--- src/rtl/circular_deque.sv ---
// circular_deque: double-ended circular store with registered read path and status.
// Optional build macro CIRCULAR_DEQUE_OVERWRITE_EN: a push at full evicts the opposite end.
module circular_deque #(
    parameter int unsigned WORD_SIZE       = 32,
    parameter int unsigned CAPACITY        = 64,
    parameter int unsigned ALMOST_FULL_TH  = CAPACITY - 2,
    parameter int unsigned ALMOST_EMPTY_TH = 2
) (
    input  logic                           clk,
    input  logic                           rst,
    input  logic                           push,
    input  logic                           push_front,
    input  logic [WORD_SIZE-1:0]           data_in,
    input  logic                           pop,
    input  logic                           pop_back,
    output logic [WORD_SIZE-1:0]           data_out,
    output logic                           data_valid,
    output logic                           full,
    output logic                           empty,
    output logic                           almost_full,
    output logic                           almost_empty,
    output logic [$clog2(CAPACITY+1)-1:0]  level,
    output logic                           overflow,
    output logic                           underflow
);
    localparam int unsigned AW = $clog2(CAPACITY);
    localparam int unsigned LW = $clog2(CAPACITY + 1);
    localparam logic [AW-1:0] LAST  = AW'(CAPACITY - 1);
    localparam logic [LW-1:0] CAP_L = LW'(CAPACITY);

    logic [WORD_SIZE-1:0] mem [CAPACITY];

    logic [AW-1:0]        head_q, head_d, tail_q, tail_d;
    logic [LW-1:0]        level_q, level_d;
    logic [WORD_SIZE-1:0] data_out_q;
    logic                 data_valid_q, full_q, empty_q, almost_full_q, almost_empty_q;
    logic                 overflow_q, underflow_q;

    logic                 pop_ok, push_ok, evict, at_full, overflow_d, underflow_d, wr_en;
    logic [AW-1:0]        rd_addr, wr_addr;

    function automatic logic [AW-1:0] ptr_inc(input logic [AW-1:0] p);
        return (p == LAST) ? '0 : p + AW'(1);
    endfunction

    function automatic logic [AW-1:0] ptr_dec(input logic [AW-1:0] p);
        return (p == '0) ? LAST : p - AW'(1);
    endfunction

    // Pop, eviction and push are applied in sequence to intermediate pointers, so
    // same-end push+pop nets out to an in-place overwrite of the popped slot.
    always_comb begin
        at_full     = (level_q == CAP_L);
        pop_ok      = pop && (level_q != '0);
`ifdef CIRCULAR_DEQUE_OVERWRITE_EN
        push_ok     = push;
        evict       = push && at_full && !pop_ok;
`else
        push_ok     = push && (!at_full || pop_ok);
        evict       = 1'b0;
`endif
        overflow_d  = push && at_full && !pop_ok;
        underflow_d = pop && !pop_ok;

        head_d  = head_q;
        tail_d  = tail_q;
        rd_addr = head_q;
        wr_addr = tail_q;
        wr_en   = 1'b0;

        if (pop_ok) begin
            if (pop_back) begin
                tail_d  = ptr_dec(tail_q);
                rd_addr = tail_d;
            end else begin
                rd_addr = head_q;
                head_d  = ptr_inc(head_q);
            end
        end

        if (evict) begin
            if (push_front) tail_d = ptr_dec(tail_d);
            else            head_d = ptr_inc(head_d);
        end

        if (push_ok) begin
            wr_en = 1'b1;
            if (push_front) begin
                head_d  = ptr_dec(head_d);
                wr_addr = head_d;
            end else begin
                wr_addr = tail_d;
                tail_d  = ptr_inc(tail_d);
            end
        end

        level_d = level_q;
        case ({push_ok && !evict, pop_ok})
            2'b10:   level_d = level_q + LW'(1);
            2'b01:   level_d = level_q - LW'(1);
            default: level_d = level_q;
        endcase
    end

    always_ff @(posedge clk) begin
        if (!rst && wr_en) mem[wr_addr] <= data_in;
    end

    always_ff @(posedge clk) begin
        if (rst) begin
            head_q         <= '0;
            tail_q         <= '0;
            level_q        <= '0;
            data_out_q     <= '0;
            data_valid_q   <= 1'b0;
            overflow_q     <= 1'b0;
            underflow_q    <= 1'b0;
            empty_q        <= 1'b1;
            full_q         <= 1'b0;
            almost_full_q  <= (ALMOST_FULL_TH == 0);
            almost_empty_q <= 1'b1;
        end else begin
            head_q         <= head_d;
            tail_q         <= tail_d;
            level_q        <= level_d;
            data_valid_q   <= pop_ok;
            if (pop_ok) data_out_q <= mem[rd_addr];
            overflow_q     <= overflow_d;
            underflow_q    <= underflow_d;
            empty_q        <= (level_d == '0);
            full_q         <= (level_d == CAP_L);
            almost_full_q  <= (32'(level_d) >= ALMOST_FULL_TH);
            almost_empty_q <= (32'(level_d) <= ALMOST_EMPTY_TH);
        end
    end

    assign data_out     = data_out_q;
    assign data_valid   = data_valid_q;
    assign full         = full_q;
    assign empty        = empty_q;
    assign almost_full  = almost_full_q;
    assign almost_empty = almost_empty_q;
    assign level        = level_q;
    assign overflow     = overflow_q;
    assign underflow    = underflow_q;
endmodule

--- config.mk ---
export PLATFORM = sky130hd
export DESIGN_NAME = circular_deque
export DESIGN_NICKNAME = d
export VERILOG_FILES = /design/src/rtl/circular_deque.sv
export SDC_FILE = /design/constraint.sdc
export NUM_CORES = 2
export LEC_CHECK = 0
export BUFFER_PORTS_ARGS = -buffer_cell sky130_fd_sc_hd__buf_2
export CORE_MARGIN = 4
export CORE_UTILIZATION = 50
export CTS_CLUSTER_SIZE = 14
export DETAILED_ROUTE_END_ITERATION = 8
export PLACE_DENSITY = 0.68
export SLEW_MARGIN = 5
export SYNTH_ARGS = -nofsm -noshare
export SYNTH_HDL_FRONTEND = slang
export SYNTH_SLANG_ARGS = --single-unit
--- constraint.sdc ---
create_clock -name clk -period 9.1 [get_ports clk]
set_input_delay 0.91 -clock clk [delete_from_list [all_inputs] [get_ports clk]]
set_output_delay 0.91 -clock clk [all_outputs]
set_load 0.02 [all_outputs]
==> metrics.cfg <==
[setup_path]
setup.worst_path.start_class=register
worstPathRequired_ns=9.83
arrival_ns=6.17
rr_worst_depth=13
worstSetupPathType=register to register
crit_fanout=105
cp-end-kind=register

[floorplan]
die_y_um=413.5
core-area_mm2=0.1631
rows=148
die_w_um=413.5
ios=84
die_area_mm2=0.1710
start_util=0.5040

[yosys]
synth_cells=6039
syn_area_per_cell_um2=13.62
ys_seq_elements=2106
netlist_area_mm2=0.08223
ys_async_sr_fraction=0
synth_edf_count=2048
synth-main-ff-cell=edfxtp_1
ys_seq_area_frac=0.7620
synth_cell_types=70
ys_warn_count=0
syn-num-nets=6084

[final_layout]
final_cell_mix=2,048 x edfxtp_1, 1,726 x nand2_1, 686 x nand3_1
syn2layout_area_growth_pct=11.38
final_common_cell=edfxtp_1
instances_no_fill=8375
layout-drive-gt1-share=0.08598
final_nets=6073
postLayoutCoreUtil=0.5614

[sta]
timing.fmax_ghz=0.1840
slew_violations=0
fin_tns_setup_ns=0
finalClockSkew_ns=0.02726
worst_slack_ns=3.665
rsz0062_at_grt=no
tightest_slew_ns=1.339
whs_ns=0.4273
finalHoldViolCount=0
max_slew_margin=0.1070
fin_crit_sh=0.5973
timing.final.crit_period_ns=5.435
finalSetupViolCount=0

[clocking]
clock-root-buffer=clkbuf_16
post_cts_buffers=0
worst_skew_pair.late_latency_ns=0.82
clk_pin_slew_ns=0.06
hold_buffers=0
cts_tree=yes
clockBufferDepth=3
htreeDepth=4
cts_buffers=200
numClockSinks=2106
cts-resized-gates=0

[power_and_ir_drop]
p_sw_frac=0.3741
combPwrFrac=0.322
switching_power_mw=10.66
p_clk_frac=0.284
power_leakage_nw=30.45
power_density_mw_per_mm2=311.1
power_frac_seq=0.393
ir_worst_vdd_mv=0.3114
intPower_mw=17.83

[place]
dp_cells=8001
place_hpwl_um=119500
post-place-ws_ns=3.599
port_buffers=83
gp_congestion=0.9349

[routing]
drt-pass1-iter-count=6
via_count=50560
vias_per_cell=6.037
ant_nets=0
drc=0
drt_iter0_drc=6507
wirelength_um=220600
post_drt_wl_per_cell_um=26.34

[grt]
grt_pass1_vias=47790
antenna_found_initial=9
grt_pass1_wl_um=321000
grt.total_usage=0.2548
grt_max_degree=154
grt_overflow_total=0

[job]
maxCapViolCount=0

[min_path]
hold_depth=2
min_path_type=input pin to register

[run_status]
status=complete, no violations

-- worst max-delay path, stage by stage (launching register included) --
cell      delay, ns
dfxtp_1        0.33
inv_1          0.12
ha_1           0.15
or4b_1         0.59
o21ai_1        0.34
mux2_8         0.82
buf_4          0.56
buf_4          0.66
nand2_1        0.12
nand3_1        0.10
a31oi_1        0.14
a21oi_1        0.55
o21ai_0        0.49
o211ai_1       0.28
-- stage by stage --
step,area (µm²),power [mW]
global placement,85220,20.34
floorplan,82230,16.78
global route,91580,29.55
finish,91580,28.49
CTS,91580,28.46
detailed placement,85220,20.44
-- cells in the mapped netlist (all sizes together) (6+ instances only) --
cell	instances	area, µm²
a21oi	87	435.4
a31oi	138	863.3
a32oi	193	1690
buf	136	621.9
clkbuf	252	947.2
dfxtp	58	1161
edfxtp	2048	61500
ha	7	87.58
inv	10	37.53
mux2i	199	1992
nand2	1729	6490
nand2b	9	56.30
nand3	686	3433
nand4	101	631.9
nor2	100	400.4
nor2b	6	37.54
nor3	41	210.2
o211ai	33	261.5
o21ai	114	574.3
xnor2	11	96.34
-- cells by family (layout without fill, tap and decap cells) --
group                      count (synthesis)  in the layout  share of synthesized area
and+or+nand+nor                         2711           2711                     0.1408
DFF                                     2106           2106                     0.7620
AOI/OAI and AO/OA                        601            601                    0.05032
buffers and inverters                    398            558                    0.01954
muxes                                    200            200                    0.02436
xor gates and xnor gates                  16             16                   0.001887
adders and majority gates                  7              7                   0.001065
other                                      0              1                          0
-- layer usage --
| metal | routed length [µm] | vias up | global-route usage | share of wire |
|---|---|---|---|---|
| li1 | - | 22440 | - | - |
| met1 | 86610 | 25270 | 0.3481 | 0.39 |
| met2 | 105200 | 2424 | 0.4053 | 0.48 |
| met3 | 17370 | 427 | 0.03822 | 0.079 |
| met4 | 11410 | 4 | 0.1208 | 0.052 |
| met5 | 22 | - | 0 | 0.00010 |
-- final cells by class --
cell class	instances	area [µm²]
Timing Repair Buffer	175	1281
Clock inverter	112	1031
Antenna cell	1	2.502
Multi-Input combinational cell	3535	18520
Tap cell	2175	2721
Inverter	10	37.54
Clock buffer	261	5326
Sequential cell	2106	62660
Fill cell	12740	71560
-- worst paths after layout --
path / start / end / slack (ns)
max: tail_q[0] / data_out[23] / 3.66
min: pop / underflow / 0.43
max reg2reg: tail_q[0] / data_out[23] / 3.66
min reg2reg: data_out[8] / data_out[8] / 0.52
-- registers in the layout (all words and copies together), names as in the netlist --
signal,flops
overflow,1
empty,1
full,1
almost_full,1
level,7
mem,2048
almost_empty,1
data_valid,1
underflow,1
data_out,32
tail_q,6
head_q,6
-- power groups by stage --
| stage | logic (mW) | registers (mW) | clock network (mW) |
|---|---|---|---|
| 2_1_floorplan | 5.44 | 11.3 | 0 |
| 3_5_place_dp | 9.04 | 11.4 | 0 |
| 4_1_cts | 9.08 | 11.2 | 8.18 |
| 6_report | 9.18 | 11.2 | 8.10 |
| 5_1_grt | 9.72 | 11.2 | 8.62 |
| 3_3_place_gp | 8.95 | 11.4 | 0 |
No activity file was read; power rests on OpenSTA's default activity.
